### src/rtl/gray_counter_4bit.sv
// gray_counter_4bit: free-running Gray-code counter.
// An internal binary count advances on every clock edge. The Gray output is
// registered from the next binary value, so the port is driven straight from
// flops and exactly one output bit changes per step, including on the wrap.
// Optional build macro GRAY_CNT_CHECK_EN adds a sticky 'err' output. It flags
// any step where the output changed in a number of bits other than one.
module gray_counter_4bit #(
    parameter int WIDTH = 4
) (
    input  logic             clk,
    input  logic             rst,
`ifdef GRAY_CNT_CHECK_EN
    output logic             err,
`endif
    output logic [WIDTH-1:0] gray
);

    // Binary to reflected-binary Gray conversion.
    function automatic logic [WIDTH-1:0] bin2gray(input logic [WIDTH-1:0] b);
        return b ^ (b >> 1);
    endfunction

    logic [WIDTH-1:0] bin;
    logic [WIDTH-1:0] bin_next;

    assign bin_next = bin + WIDTH'(1);

    // Advance the binary count and register its Gray image; reset clears both at once.
    always_ff @(posedge clk or posedge rst) begin
        if (rst) begin
            bin  <= '0;
            gray <= '0;
        end else begin
            bin  <= bin_next;
            gray <= bin2gray(bin_next);
        end
    end

`ifdef GRAY_CNT_CHECK_EN
    // True when exactly one bit of v is set.
    function automatic logic is_one_hot(input logic [WIDTH-1:0] v);
        return (v != '0) && ((v & (v - WIDTH'(1))) == '0);
    endfunction

    logic [WIDTH-1:0] gray_p1;
    logic             prev_vld;

    // Compare each new output value with the one before it and latch any
    // step that is not a single-bit change until the next reset.
    always_ff @(posedge clk or posedge rst) begin
        if (rst) begin
            gray_p1  <= '0;
            prev_vld <= 1'b0;
            err      <= 1'b0;
        end else begin
            gray_p1  <= gray;
            prev_vld <= 1'b1;
            if (prev_vld && !is_one_hot(gray ^ gray_p1)) begin
                err <= 1'b1;
            end
        end
    end
`endif

endmodule

### config.mk
export PLATFORM = sky130hd
export DESIGN_NAME = gray_counter_4bit
export DESIGN_NICKNAME = d
export VERILOG_FILES = /design/src/rtl/gray_counter_4bit.sv
export SDC_FILE = /design/constraint.sdc
export NUM_CORES = 1
export LEC_CHECK = 0
export BUFFER_PORTS_ARGS = -buffer_cell sky130_fd_sc_hd__clkbuf_2
export CAP_MARGIN = 20
export CELL_PAD_IN_SITES_DETAIL_PLACEMENT = 1
export CELL_PAD_IN_SITES_GLOBAL_PLACEMENT = 1
export CORE_AREA = 2 2 39 41
export DETAILED_ROUTE_END_ITERATION = 12
export DIE_AREA = 0 0 41 43
export HOLD_SLACK_MARGIN = 0.02
export PLACE_DENSITY_LB_ADDON = 0.1
export SYNTH_ARGS = -nofsm -noshare
export SYNTH_HDL_FRONTEND = slang
export SYNTH_SLANG_ARGS = --single-unit
### constraint.sdc
create_clock -name clk -period 1 [get_ports clk]
set_input_delay 0.1 -clock clk [delete_from_list [all_inputs] [get_ports clk]]
set_output_delay 0.1 -clock clk [all_outputs]
set_load 0.02 [all_outputs]
==> results.ini <==
[die]
design.portCount = 6
die_h_um = 43
dieArea_sq_um = 1760
initial_core_util = 0.196
rows = 14
die_w_um = 41
core-area_sq_um = 1380

[grt]
grt.overflow.total = 0
grt_use_total = 0.0669
grt_pass1_vias = 156
antenna_found_initial = 0
grt_max_degree = 8
grt_pass1_wl_um = 690

[setup_path]
crit_buf_inv = 0
crit_path_top_delay_cell = dfrtp_1
r2r_setup_slack_ps = -8
endpoint_kind = register
worst_path_largest_cell_delay_ps = 410
crit_family = flip-flops
crit_path_start_kind = register
cp_cell_sequence = ha_4, xor2_2, xor2_1
reg2reg_from = bin[1]$_DFF_PP0_
criticalPathCategory = reg -> reg
cp_max_fo = 2
crit_required_ps = 1130
cp.arrival_ps = 1140
crit_start = bin[1]$_DFF_PP0_

[clock_network]
post-cts-setup-buffer-count = 0
clock_latency_ps = 250
cts_root_buffer = clkbuf_4
clock_tree.buffer_depth = 2
cts_made_buffers = 3
htree_levels = 1
clock-sinks = 7
cts_tree = yes
clkSlewWorstSetupHoldPaths_ps = 50

[logic_synthesis]
synth_area_sq_um = 272
synth_seq_cells = 7
avgSynthCellArea_sq_um = 14.3
synthCells = 19
synth_area_leaders = dfrtp_1, xnor2_1, xor2_1
yosys_warnings = 0
synth_area_leader_cell = dfrtp_1
synth_cell_type_count = 8
synth_top_cell_area_share = 0.645
synth_nets = 22
synth_seq_area_share = 0.645

[placement]
port-buffer-count = 5
place_area_sq_um = 327
gp_congestion = 0.648
hpwl_um = 333

[route]
wl_met3_um = 43
wl_met2_um = 218
drtPass1Iterations = 2
wirelength_um = 472
dr_total_vias = 167
routedWlPerCell_um = 10.3
via_per_inst = 3.63
highest_layer = met4
m1WireLength_um = 199
drc_errors = 0
ant_nets = 0
drt_iter0_drc = 2

[timing]
slew_headroom = 0.818
final.min_clock_period_ps = 1010
setup_viol = 1
worst_pin_slew_ps = 272
hold_viol_final = 0
timing.final.crit_share = 1.01
finClkSkew_ps = 0.554
rsz0062_at_grt = true
max_freq_ghz = 0.992
report.final.slew_viol_count = 0
setup_ws_ps = -7.85

[power]
p_leak_nw = 0.185
total_power_w = 0.000555
power_density_nw_per_um2 = 1430
peakVddDrop_mv = 0.418

[layout]
final_cell_mix = dfrtp_1, clkbuf_2, xnor2_1, clkbuf_4
layout_commonest_cell = dfrtp_1
nets = 34
n_antenna_cell = 0
nFillCells = 153
drive_gt1_frac = 0.500
area_growth_pct = 43.3
final_cell_area_sq_um = 389

[outcome]
violations = negative setup slack
outcome = finished, violations left

[job]
drv_cap = 0

[min_path]
min_path_type = in -> async

==> routing by layer <==
| metal | vias to the layer above | GRT usage |
|---|---|---|
| met5 | - | 0 |
| met4 | 0 | 0.0600 |
| met3 | 2 | 0.0471 |
| met2 | 7 | 0.0719 |
| met1 | 81 | 0.0828 |
| li1 | 77 | - |
==> synth_stat cells <==
cell      instances
nand3_1           1
ha_1              1
xnor2_1           4
xor2_1            2
a21boi_2          1
buf_4             1
dfrtp_1           7
inv_1             2
==> state kept, by name, summed over array words and instances (netlist names) <==
signal,count
bin,4
gray,3
==> what timing repair did <==
action,CTS,global route
pin swaps,0,1
endpoints found under the hold margin,7,0
gates resized for setup,1,3
endpoints found under the setup margin,2,2
hold buffers,1,0
==> final cells by class <==
type	count	area, sq um	share of cell area
timing repair buffer	8	50.0	0.129
tap	16	20.0	0.0514
multi-input combinational	9	109	0.280
sequential	7	176	0.453
clock buffer	4	26.3	0.0675
inverter	2	7.51	0.0193
==> worst paths after layout <==
path                                           to  cells after the start
max in group asynchronous        bin[3]$_DFF_PP0_                      3
worst max-delay path            gray[1]$_DFF_PP0_                      3
worst max register to register  gray[1]$_DFF_PP0_                      3
worst min-delay path             bin[2]$_DFF_PP0_                      3
min in group clk                 bin[3]$_DFF_PP0_                      1
worst min register to register   bin[3]$_DFF_PP0_                      1
==> metrics by stage <==
| step | util | setup TNS [ps] | worst slack (ps) | hold WS, ps | instances |
|---|---|---|---|---|---|
| global route | 0.281 | -51.0 | -43.7 | 340 | 46 |
| CTS | 0.268 | -25.1 | -13.2 | 315 | 46 |
| global placement | 0.236 | -8.47 | -8.47 | 22.7 | 41 |
| finish | 0.281 | -7.85 | -7.85 | 306 | 46 |
| detailed placement | 0.236 | -8.25 | -8.25 | 30.2 | 41 |
| floorplan | - | -29.9 | -29.9 | -96.6 | 19 |
==> report_power, final <==
part	total, W	leakage (nW)	internal [W]	switching, W
Combinational	0.0000105	0.0824	0.00000418	0.00000630
Clock	0.000261	0.0150	0.000153	0.000109
Sequential	0.000283	0.0875	0.000283	0
==> kinds of logic after synthesis <==
logic type      count (synthesis)  synth area share
simple gates                    1            0.0184
xor+xnor                        6             0.194
compound gates                  1            0.0415
buf+inv                         3            0.0553
fa+ha+maj                       1            0.0461
flops                           7             0.645
==> worst min-delay path: cells and delay by family <==
kind,cells,cell delay [ps]
buffers and inverters,3,840
(Power assumes the default switching activity.)
